==> src/rtl/vga_pkg.sv <==
// rtl/vga_pkg.sv - shared SVGA 800x600@60 timing constants and counter type
package vga_pkg;

    localparam int CNT_W = 11;

    localparam int H_VISIBLE = 800;
    localparam int H_FP      = 40;
    localparam int H_SYNC    = 128;
    localparam int H_BP      = 88;
    localparam int H_TOTAL   = H_VISIBLE + H_FP + H_SYNC + H_BP;

    localparam int V_VISIBLE = 600;
    localparam int V_FP      = 1;
    localparam int V_SYNC    = 4;
    localparam int V_BP      = 23;
    localparam int V_TOTAL   = V_VISIBLE + V_FP + V_SYNC + V_BP;

    typedef logic [CNT_W-1:0] cnt_t;

endpackage

==> src/rtl/vga_timing_if.sv <==
// rtl/vga_timing_if.sv - raster position and sync/blank bundle
interface vga_timing_if;
    import vga_pkg::*;

    cnt_t hcount;
    cnt_t vcount;
    logic hsync;
    logic vsync;
    logic hblnk;
    logic vblnk;
    logic frame_start;

    // The timing generator drives the raster; drawing stages consume it.
    modport master (
        output hcount, vcount, hsync, vsync, hblnk, vblnk, frame_start
    );

    modport slave (
        input  hcount, vcount, hsync, vsync, hblnk, vblnk, frame_start
    );

endinterface

==> src/rtl/vga_timing.sv <==
// rtl/vga_timing.sv - pixel/line counters with registered sync and blank decode
module vga_timing
    import vga_pkg::*;
#(
    parameter int H_VISIBLE = vga_pkg::H_VISIBLE,
    parameter int H_FP      = vga_pkg::H_FP,
    parameter int H_SYNC    = vga_pkg::H_SYNC,
    parameter int H_BP      = vga_pkg::H_BP,
    parameter int V_VISIBLE = vga_pkg::V_VISIBLE,
    parameter int V_FP      = vga_pkg::V_FP,
    parameter int V_SYNC    = vga_pkg::V_SYNC,
    parameter int V_BP      = vga_pkg::V_BP
) (
    input  logic            pclk,
    input  logic            rst,
    vga_timing_if.master    vga
);

    localparam cnt_t H_LAST   = cnt_t'(H_VISIBLE + H_FP + H_SYNC + H_BP - 1);
    localparam cnt_t V_LAST   = cnt_t'(V_VISIBLE + V_FP + V_SYNC + V_BP - 1);
    localparam cnt_t HB_START = cnt_t'(H_VISIBLE);
    localparam cnt_t HS_START = cnt_t'(H_VISIBLE + H_FP);
    localparam cnt_t HS_END   = cnt_t'(H_VISIBLE + H_FP + H_SYNC);
    localparam cnt_t VB_START = cnt_t'(V_VISIBLE);
    localparam cnt_t VS_START = cnt_t'(V_VISIBLE + V_FP);
    localparam cnt_t VS_END   = cnt_t'(V_VISIBLE + V_FP + V_SYNC);

    cnt_t hcount_q, hcount_d;
    cnt_t vcount_q, vcount_d;
    logic hsync_q, hsync_d;
    logic vsync_q, vsync_d;
    logic hblnk_q, hblnk_d;
    logic vblnk_q, vblnk_d;
    logic frame_start_q, frame_start_d;

    // Next raster position; frame_start marks entry to (0,0) via the frame wrap only.
    always_comb begin
        hcount_d      = hcount_q + cnt_t'(1);
        vcount_d      = vcount_q;
        frame_start_d = 1'b0;
        if (hcount_q == H_LAST) begin
            hcount_d = '0;
            if (vcount_q == V_LAST) begin
                vcount_d      = '0;
                frame_start_d = 1'b1;
            end else begin
                vcount_d = vcount_q + cnt_t'(1);
            end
        end
    end

    // Decode from the next counts so the registered syncs line up with the counters.
    always_comb begin
        hblnk_d = (hcount_d >= HB_START);
        hsync_d = (hcount_d >= HS_START) && (hcount_d < HS_END);
        vblnk_d = (vcount_d >= VB_START);
        vsync_d = (vcount_d >= VS_START) && (vcount_d < VS_END);
    end

    // Counter register.
    always_ff @(posedge pclk or posedge rst) begin
        if (rst) begin
            hcount_q <= '0;
            vcount_q <= '0;
        end else begin
            hcount_q <= hcount_d;
            vcount_q <= vcount_d;
        end
    end

    // Registered sync/blank/frame decode.
    always_ff @(posedge pclk or posedge rst) begin
        if (rst) begin
            hsync_q       <= 1'b0;
            vsync_q       <= 1'b0;
            hblnk_q       <= 1'b0;
            vblnk_q       <= 1'b0;
            frame_start_q <= 1'b0;
        end else begin
            hsync_q       <= hsync_d;
            vsync_q       <= vsync_d;
            hblnk_q       <= hblnk_d;
            vblnk_q       <= vblnk_d;
            frame_start_q <= frame_start_d;
        end
    end

    assign vga.hcount      = hcount_q;
    assign vga.vcount      = vcount_q;
    assign vga.hsync       = hsync_q;
    assign vga.vsync       = vsync_q;
    assign vga.hblnk       = hblnk_q;
    assign vga.vblnk       = vblnk_q;
    assign vga.frame_start = frame_start_q;

endmodule

==> src/flat_wrapper.sv <==
// flat-port wrapper written by rule: the top's interface ports become plain ports
module vga_timing_flat import vga_pkg::*;
#(
    parameter int H_VISIBLE = vga_pkg::H_VISIBLE,
    parameter int H_FP      = vga_pkg::H_FP,
    parameter int H_SYNC    = vga_pkg::H_SYNC,
    parameter int H_BP      = vga_pkg::H_BP,
    parameter int V_VISIBLE = vga_pkg::V_VISIBLE,
    parameter int V_FP      = vga_pkg::V_FP,
    parameter int V_SYNC    = vga_pkg::V_SYNC,
    parameter int V_BP      = vga_pkg::V_BP
)
  (pclk, rst, vga_hcount, vga_vcount, vga_hsync, vga_vsync, vga_hblnk, vga_vblnk, vga_frame_start);
  vga_timing_if vga_i ();
  input  logic pclk;
  input  logic rst;
  output wire logic [$bits(vga_i.hcount)-1:0] vga_hcount;
  output wire logic [$bits(vga_i.vcount)-1:0] vga_vcount;
  output wire logic [$bits(vga_i.hsync)-1:0] vga_hsync;
  output wire logic [$bits(vga_i.vsync)-1:0] vga_vsync;
  output wire logic [$bits(vga_i.hblnk)-1:0] vga_hblnk;
  output wire logic [$bits(vga_i.vblnk)-1:0] vga_vblnk;
  output wire logic [$bits(vga_i.frame_start)-1:0] vga_frame_start;
  assign vga_hcount = vga_i.hcount;
  assign vga_vcount = vga_i.vcount;
  assign vga_hsync = vga_i.hsync;
  assign vga_vsync = vga_i.vsync;
  assign vga_hblnk = vga_i.hblnk;
  assign vga_vblnk = vga_i.vblnk;
  assign vga_frame_start = vga_i.frame_start;
  vga_timing #(.H_VISIBLE(H_VISIBLE), .H_FP(H_FP), .H_SYNC(H_SYNC), .H_BP(H_BP), .V_VISIBLE(V_VISIBLE), .V_FP(V_FP), .V_SYNC(V_SYNC), .V_BP(V_BP)) u_core (.pclk(pclk), .rst(rst), .vga(vga_i));
endmodule
==> config.mk <==
export PLATFORM = sky130hd
export DESIGN_NAME = vga_timing_flat
export DESIGN_NICKNAME = d
export VERILOG_FILES = /design/src/rtl/vga_pkg.sv /design/src/rtl/vga_timing_if.sv /design/src/rtl/vga_timing.sv /design/src/flat_wrapper.sv
export SDC_FILE = /design/constraint.sdc
export NUM_CORES = 1
export LEC_CHECK = 0
export CAP_MARGIN = 40
export CORE_AREA = 4 4 68 70
export CTS_BUF_LIST = sky130_fd_sc_hd__clkbuf_2
export CTS_CLUSTER_SIZE = 28
export DETAILED_ROUTE_END_ITERATION = 10
export DIE_AREA = 0 0 72 74
export PLACE_DENSITY_LB_ADDON = 0.12
export SYNTH_ARGS = -nofsm -noshare
export SYNTH_HDL_FRONTEND = slang
export SYNTH_SLANG_ARGS = --single-unit
export TNS_END_PERCENT = 20
==> constraint.sdc <==
create_clock -name pclk -period 4.4 [get_ports pclk]
set_clock_uncertainty 0.15 [all_clocks]
set_input_delay 1.32 -clock pclk [delete_from_list [all_inputs] [get_ports pclk]]
set_output_delay 1.32 -clock pclk [all_outputs]
set_load 0.01 [all_outputs]
* Word level (Yosys, flattened, before mapping)
Cells that the tools add are included.
** Operators by class
- Add/subtract/negate cells :: 2
- Order comparisons :: 6
- Equal/unequal tests :: 2
- Muxes and demuxes :: 5
- Reductions and logical operators :: 2
** Operators with widths (number)
- 11-bit by 10-bit greater-or-equal comparator with 1-bit output, second input constant :: 4
- 11-bit 2-to-1 mux :: 3
- 11-bit by 1-bit adder with 11-bit output, second input constant :: 2
- 11-bit by 10-bit < comparator with 1-bit output, second input constant :: 2
- 11-bit by 10-bit == test with 1-bit output, second input constant :: 1
- 11-bit == test, second input constant :: 1
- 1-bit logical AND :: 2
- 1-bit 2-to-1 mux :: 2
** Storage, ports and cells
- Register bits after elaboration :: 27
- Output and inout bits :: 27
- Logic and storage cells :: 24

* Logic depth before layout (Yosys ltp)
Gate-level depths: netlist of the first run.
- Depth in word-level cells :: 5
- Depth in mapped cells :: 9

* Worst setup path before layout of the first run
No wires, ideal clock.
- Path kind :: flip-flop to flip-flop
- From :: reg u_core.hcount_q[0], in the netlist u_core.vga.hcount[0]
- To :: reg u_core.vblnk_q, in the netlist u_core.vga.vblnk
- Setup time :: 0.126 ns
- Arrival :: 2.146 ns
- Required time :: 4.124 ns
- Slack :: 1.978 ns
- Cell stages (with the launch flop) :: 10
- Path buffers :: 2
- Clock period less this slack :: 2.422 ns
- Cells stage by stage :: dfrtp_1 > ha_1 > and4_4 > buf_6 > and3_4 > buf_6 > nand3_4 > xnor2_2 > or3_4 > o32a_1
** On the way
- Word-level cells in the longest chain between the ends :: 3
** RTL lines
- from (decl) :: line vga_timing.sv:28 : cnt_t hcount_q, hcount_d;
- from (signal assigned) :: line vga_timing.sv:66 : hcount_q <= hcount_d;
- 11-bit == test :: line vga_timing.sv:41 : if (hcount_q == H_LAST) begin
- 11-bit 2-to-1 mux :: line vga_timing.sv:41
- via u_core.vcount_d[7] :: line vga_timing.sv:29 : cnt_t vcount_q, vcount_d;
- 11-bit by 10-bit greater-or-equal comparator with 1-bit output :: line vga_timing.sv:56 : vblnk_d = (vcount_d >= VB_START);
- via u_core.vblnk_d :: line vga_timing.sv:33 : logic vblnk_q, vblnk_d;
- to (signal assigned) :: line vga_timing.sv:83 : vblnk_q <= vblnk_d;
- to (decl) :: line vga_timing.sv:33
The timed path passes the listed nets, and every way through them passes these cells.

* Worst setup path in the final report of the first run
- From :: reg u_core.vcount_q[5], in the netlist u_core.vga.vcount[5]
- To :: out vga_vcount[5]
** RTL lines
- from (decl) :: line vga_timing.sv:29
- from (signal assigned) :: line vga_timing.sv:67 : vcount_q <= vcount_d;
- to (decl) :: line flat_wrapper.sv:18 : output wire logic [$bits(vga_i.vcount)-1:0] vga_vcount;
No word-level cell between the ends.

==> results of run 1 <==
[report_power, final]
part           total (mW)  internal (mW)  switching, mW  leakage [nW]
Sequential          0.249          0.249              0         0.363
Combinational     0.00884        0.00329        0.00555         0.353
Clock              0.0988         0.0240         0.0748        0.0166
[flip-flops by register name, indices dropped and copies added, names as in the netlist]
signal and cells:
u_core.vga.frame_start 1, u_core.vga.hsync 1, u_core.vga.vsync 1, u_core.vga.hblnk 1
u_core.vga.vcount 11, u_core.vga.hcount 11, u_core.vga.vblnk 1
[layout make-up]
type	instances	area, um2
timing repair buffer	29	307.8
multi-input combinational	115	785.8
sequential	27	675.6
fill	385	2105
clock buffer	4	20.02
tap	50	62.56
inverter	4	15.01
[placed cells by master, fill, tap and decap left out, types with 3 or more instances in the layout]
| master | netlist | final |
|---|---|---|
| a21oi_1 | 8 | 8 |
| and3_1 | 6 | 6 |
| clkbuf_2 | 0 | 4 |
| clkdlybuf4s50_1 | 0 | 28 |
| dfrtp_1 | 27 | 27 |
| inv_1 | 4 | 4 |
| nand2_1 | 11 | 11 |
| nand3_1 | 11 | 11 |
| nand4_1 | 6 | 6 |
| nor2_1 | 14 | 14 |
| o211ai_1 | 3 | 3 |
| o21ai_0 | 4 | 4 |
| xnor2_1 | 9 | 9 |
| xor2_1 | 3 | 3 |
[path summary, 6_finish.rpt]
kind / end / slack, ns / cells after the start
hold / removal: u_core.vga.hcount[0] / 0.39 / 1
setup reg to reg: u_core.vga.vsync / 1.80 / 7
max in group asynchronous: u_core.vga.vcount[4] / 2.50 / 3
min in group asynchronous: u_core.vga.hcount[1] / 1.13 / 2
hold reg to reg: u_core.vga.hcount[0] / 0.39 / 1
setup / recovery: vga_vcount[5] / 1.35 / 1
[routing by layer]
layer,global-route usage,share of wire,vias to the layer above
li1,-,-,606
met3,0.01892,0.044,5
met1,0.2093,0.52,583
met4,0.03340,0.012,0
met2,0.1939,0.42,37
met5,0,0,-
[metrics by stage]
stage / instances / setup WS, ns / hold slack, ns / utilization
after detailed placement: 225 / 1.787 / 0.3591 / 0.4650
final: 229 / 1.347 / 0.3854 / 0.4701
after global placement: 224 / 1.677 / 0.3485 / 0.4581
after CTS: 229 / 1.342 / 0.3922 / 0.4701
after global routing: 229 / 1.221 / 0.4270 / 0.4701
after floorplan: 154 / 1.978 / 0.3740 / -
[cell families (layout without fill, tap and decap cells)]
logic type | count (synthesis) | in the layout | share of synthesized area
simple gates | 69 | 69 | 0.2749
mux | 1 | 1 | 0.007299
flops | 27 | 27 | 0.4380
fa+ha+maj | 2 | 2 | 0.01622
xor+xnor | 14 | 14 | 0.08922
buf+inv | 12 | 37 | 0.05271
compound gates | 29 | 29 | 0.1217
==> impl_metrics.tcl, run 1 <==
set metrics [dict create \
    path_clk_slew_ns 0.26 \
    postLayoutCellArea_um2 1867 \
    route.detailed.drc 0 \
    ys_ff_latch 27 \
    die_y_um 74 \
    cts-resized-gates 0 \
    rows 23 \
    finalMaxSlewViolations 0 \
    cts_made_buffers 3 \
    dpl_cell_area_um2 1847 \
    antenna_found_initial 0 \
    ios 29 \
    drtPass1Iterations 4 \
    grt_usage 0.1339 \
    max_freq_mhz 327.5 \
    grt_pass1_vias 1166 \
    clock_sinks 27 \
    die_area_um2 5328 \
    yosysMostFrequentCell "dfrtp_1" \
    slew_headroom 0.6159 \
    grt_max_degree 17 \
    hpwl_um 2564 \
    synthCells 154 \
    power.density_nw_per_um2 190.9 \
    ys_seq_area_frac 0.4380 \
    clk_latency_ns 0.36 \
    timing.rr.start "u_core.vga.hcount[0]" \
    yosys.area.top_type "dfrtp_1" \
    cts_hold_buf 0 \
    critPathLaunch "u_core.vga.vcount[5]" \
    cp-start-kind "register" \
    synth_nets 158 \
    vias 1231 \
    grt-ovfl-total 0 \
    drt_iter0_drc 78 \
    drive_gt1_frac 0.07821 \
    die_x_um 72 \
    period_needed_ns 3.053 \
    total_power_uw 356.5 \
    max_stage_delay_ns 0.62 \
    ys_async_sr_fraction 1.000 \
    final-setup-viol-count 0 \
    place_congestion 0.8158 \
    synth_common_cells "dfrtp_1 (27), nor2_1 (14), nand2_1 (11), nand3_1 (11), xnor2_1 (9)" \
    cp_max_fo 11 \
    synth.top_cells.by_area "dfrtp_1 (44%), xnor2_1 (5.1%), nand3_1 (3.6%)" \
    syn_to_final_growth_pct 21.01 \
    cts_setup_buffers 0 \
    finalCritPeriodShare 0.6939 \
    cts-root-buf "clkbuf_2" \
    critPathBufInv 1 \
    start_util 0.3885 \
    outcome "complete, no violations" \
    avgSynthCellArea_um2 10.02 \
    layout.nets 184 \
    grt_pass1_wl_um 5733 \
    wire_per_inst_um 14.76 \
    synth_top_area_share 0.4380 \
    setup_tns_ns 0 \
    ir_drop_uv 77.89 \
    criticalPathCategory "register to output port" \
    worst_ep_required_time_ns 2.93 \
    tightest_slew_ns 0.5755 \
    core_area_um2 3971 \
    cpLargestDelayFamily "flip-flops" \
    hp-class "register to register" \
    yosysUniqueCellTypes 47 \
    critical-path-slowest-cell "dfrtp_1" \
    hold_start "u_core.vga.hcount[0]" \
    cap_violations 0 \
    clk_path_buf_depth 2 \
    synth_edf_count 0 \
    antenna_left 0 \
    n_antenna_cell 0 \
    yosys_warnings 0 \
    crit_chain "clkdlybuf4s50_1" \
    p_leak_nw 0.7329 \
    rsz0062_at_grt "false" \
    cts_tree "yes" \
    routed_wl_um 3380 \
    critical_path_arrival_ns 1.58 \
    syn_area_um2 1543 \
    cp-end-kind "output port" \
    ys.flop_type "dfrtp_1" \
    hold_violations 0 \
    vias_per_cell 5.376 \
    htree_levels 1 \
    portBuffers 28 \
]
Note: power is estimated with default switching activity, not from simulation.
==> run 2, diff against run 1 <==
clock period = 2.7 ns   (was 4.4 ns; I/O delays follow)
==> impl_metrics.tcl, run 2 (synthesized netlist as in run 1, its figures left out) <==
set metrics [dict create \
    criticalPathCategory "register to output port" \
    final_util 0.4764 \
    critical_path_arrival_ns 1.60 \
    seq_area_um2 675.6 \
    die_x_um 72 \
    cpLargestDelayFamily "flip-flops" \
    period_needed_ns 2.556 \
    place_congestion 0.8628 \
    drtPass1Iterations 4 \
    die_area_um2 5328 \
    antenna_left 0 \
    dp.cells 231 \
    crit_chain "clkdlybuf4s50_1" \
    ios 29 \
    wire_per_inst_um 14.51 \
    final-setup-viol-count 0 \
    start_util 0.3885 \
    hpwl_um 2552 \
    vias_per_cell 5.417 \
    stdcell_count 235 \
    core_area_um2 3971 \
    slew_headroom 0.7238 \
    vias 1273 \
    regToRegSetupSlack_ns 0.21 \
    grt_max_degree 28 \
    setup_tns_ns 0 \
    cp_max_fo 11 \
    multiInputGateArea_um2 785.8 \
    cp-end-kind "output port" \
    cts-resized-gates 0 \
    cts_made_buffers 3 \
    clock_sinks 27 \
    nFillCells 397 \
    drive_gt1_frac 0.1081 \
    portBuffers 28 \
    cp-start-kind "register" \
    final_common_cell "clkdlybuf4s50_1" \
    die_y_um 74 \
    max_stage_delay_ns 0.63 \
    antenna_found_initial 0 \
    rsz0062_at_grt "false" \
    critPathBufInv 1 \
    rows 23 \
    hp-class "register to register" \
    final_cell_mix "clkdlybuf4s50_1 (28), dfrtp_1 (27), nor2_1 (14), nand3_1 (11), nand2_1 (11)" \
    ir_drop_uv 140.2 \
    max_freq_mhz 391.3 \
    cap_violations 0 \
    power.density_nw_per_um2 304.2 \
    grt_pass1_vias 1238 \
    cts-root-buf "clkbuf_2" \
    cts_hold_buf 0 \
    worst_ep_required_time_ns 1.74 \
    route.detailed.drc 0 \
    critical-path-slowest-cell "dfrtp_1" \
    drt_iter0_drc 59 \
    grt_usage 0.1389 \
    cts_tree "yes" \
    hold_violations 0 \
    layout.nets 190 \
    finalMaxSlewViolations 0 \
    outcome "complete, no violations" \
    grt-ovfl-total 0 \
    cts_setup_buffers 0 \
    clk_latency_ns 0.36 \
    syn_to_final_growth_pct 22.63 \
    path_clk_slew_ns 0.25 \
    finalCritPeriodShare 0.9466 \
    p_leak_nw 0.7552 \
    clk_path_buf_depth 2 \
    htree_levels 1 \
    grt_pass1_wl_um 5920 \
    n_antenna_cell 0 \
    routed_wl_um 3409 \
    tightest_slew_ns 0.4091 \
]
[run 2: changes by cell type in the layout (fill, tap and decap cells not counted), sizes merged]
cell / delta
buf: +6
[run 2: per-stage QoR]
step | setup WS [ns] | hold slack [ns] | area [um2] | power (mW)
after global routing | 0.01502 | 0.4419 | 1892 | 0.6068
after floorplan | 0.2778 | 0.3740 | 1543 | 0.4180
after detailed placement | 0.2496 | 0.3662 | 1872 | 0.4232
after CTS | 0.1063 | 0.4049 | 1892 | 0.5867
after global placement | 0.3266 | 0.3373 | 1872 | 0.4232
final | 0.1441 | 0.3966 | 1892 | 0.5756
[run 2: metal layers]
layer | GRT usage | wire (um) | vias up
li1 | - | - | 624
met3 | 0.02297 | 154 | 4
met5 | 0 | 0 | -
met2 | 0.2173 | 1497 | 33
met4 | 0.02505 | 33 | 0
met1 | 0.2056 | 1724 | 612
[run 2: worst paths after layout]
check | start | end | depth (start not counted)
setup / recovery | u_core.vga.vcount[4] | vga_vcount[4] | 1
hold / removal | u_core.vga.hcount[0] | u_core.vga.hcount[0] | 1
setup reg to reg | u_core.vga.hcount[0] | u_core.vga.vblnk | 7
hold reg to reg | u_core.vga.hcount[0] | u_core.vga.hcount[0] | 1
max in group asynchronous | rst | u_core.vga.vcount[3] | 3
min in group asynchronous | rst | u_core.vga.hblnk | 3
[run 2: layout make-up]
cell class,instances,share of cell area
clock buffer,4,0.01058
inverter,4,0.007937
multi-input combinational,115,0.4153
sequential,27,0.3571
tap,50,0.03307
timing repair buffer,35,0.1759
[run 2: where the power goes]
group	switching [mW]	internal, mW	leakage [nW]
Combinational	0.00787	0.00232	0.376
Clock	0.121	0.0391	0.0166
Sequential	0	0.405	0.363
Total	0.129	0.447	0.755
==> patch: new RTL, flow settings as in run 1 <==
Set the package constant `CNT_W` to 12 (it was 11).
--- a/src/rtl/vga_pkg.sv
+++ b/src/rtl/vga_pkg.sv
@@ -3,3 +3,3 @@
 
-    localparam int CNT_W = 11;
+    localparam int CNT_W = 12;
 
Interface: changed (resized vga_hcount and vga_vcount); port bits go from 29 to 31. No check against the original RTL was run, so the function may have changed too.
==> patch against run 1 <==
Count of clock-buffer cells in the layout increased by 2. Non-clock buffer count increased by 2. Global-route usage increased by 2.9 points. Utilization increased by 6.8 points. Wire length increased by 20%. Critical path depth unchanged. Clock power increased by 43%. First-iteration DRC count unchanged. Total power increased by 17%. Worst setup slack improved by 2.0 ps. Worst hold slack got worse by 1.3 ps. Sequential cell count increased by 2. Area after synthesis increased by 15%. Cell area increased by 14%.
==> patch: results (changes against run 1) <==
[power]
netSwitchingPower_mw = 0.1074  ; was 0.08040 mW
p_leak_nw = 0.8489  ; was 0.7329 nW

[synthesis]
synthXorXnorAreaFrac = 0.09915  ; was 0.08921
synth.yosys.seq_area_share = 0.4108  ; was 0.4380
synth_cell_types = 52  ; was 47
synth_compound_area_frac = 0.1119  ; was 0.1217
synthMuxAreaShare = 0.01133  ; was 0.007299
synthTopCellsByArea = dfrtp_1, xnor2_1, nand2_1  ; was dfrtp_1, xnor2_1, nand3_1
yosys.area_share.adder = 0.01416  ; was 0.01622

[global_routing]
track_usage = 0.1633  ; was 0.1339
grt_use_met3 = 0.05270  ; was 0.01892
grt_pass1_vias = 1404  ; was 1,166
grt_first_pass_wirelength_mm = 6.789  ; was 5.733 mm
use_met2 = 0.2449  ; was 0.1939
grt_max_degree = 19  ; was 17

[placement]
place.gp.congestion = 0.8335  ; was 0.8158
placed_area_sq_um = 2097  ; was 1847 sq um
io_buffers = 30  ; was 28
hpwlAfterDp_mm = 2.938  ; was 2.564 mm

[setup_path]
cp_top_family = buffers and inverters  ; was flip-flops
reg2reg_setup_slack_ps = 1820  ; was 1800 ps
r2r-start = u_core.vga.vcount[0]  ; was u_core.vga.hcount[0]
startpoint = u_core.vga.vcount[2]  ; was u_core.vga.vcount[5]
crit_end = vga_vcount[2]  ; was vga_vcount[5]

[clock_tree]
clk_pin_slew_ps = 170  ; was 260 ps
numCtsBuffers = 5  ; was 3

[routing]
drt-vias-per-instance = 5.698  ; was 5.376
post_drt_wl_per_cell_um = 15.32  ; was 14.76 um

[cells_and_area]
nets = 218  ; was 184
drive_gt1_frac = 0.08372  ; was 0.07821

[timing]
hold_slack_ps = 384.1  ; was 385.4 ps
slew_headroom = 0.6287  ; was 0.6159

[run_status]
outcome = finished, final reports clean  ; unchanged

==> patch: power by group through the flow <==
stage               registers (mW)  clock network, mW  logic, mW
floorplan                    0.272                  0    0.00394
global placement             0.272                  0    0.00621
detailed placement           0.272                  0    0.00979
CTS                          0.267              0.145    0.00977
global route                 0.267              0.155     0.0105
finish                       0.267              0.141    0.00909
==> patch: final cells by class <==
type                       instances  area share
multi-input combinational        141      0.4485
clock buffer                       6     0.01405
sequential                        29      0.3396
inverter                           6     0.01054
clock inverter                     2    0.004684
timing repair buffer              31      0.1534
tap                               50     0.02927
==> patch: per-layer routing <==
metal | vias up | routed length, um
met4 | 0 | 60
met3 | 8 | 231
met5 | - | 0
li1 | 722 | -
met2 | 44 | 1831
met1 | 736 | 1937
==> patch: through the flow <==
stage,setup slack [ps],util,cells
floorplan,2307,-,184
global placement,1604,0.5211,256
detailed placement,1790,0.5280,257
CTS,1335,0.5381,265
global route,1241,0.5381,265
finish,1349,0.5381,265
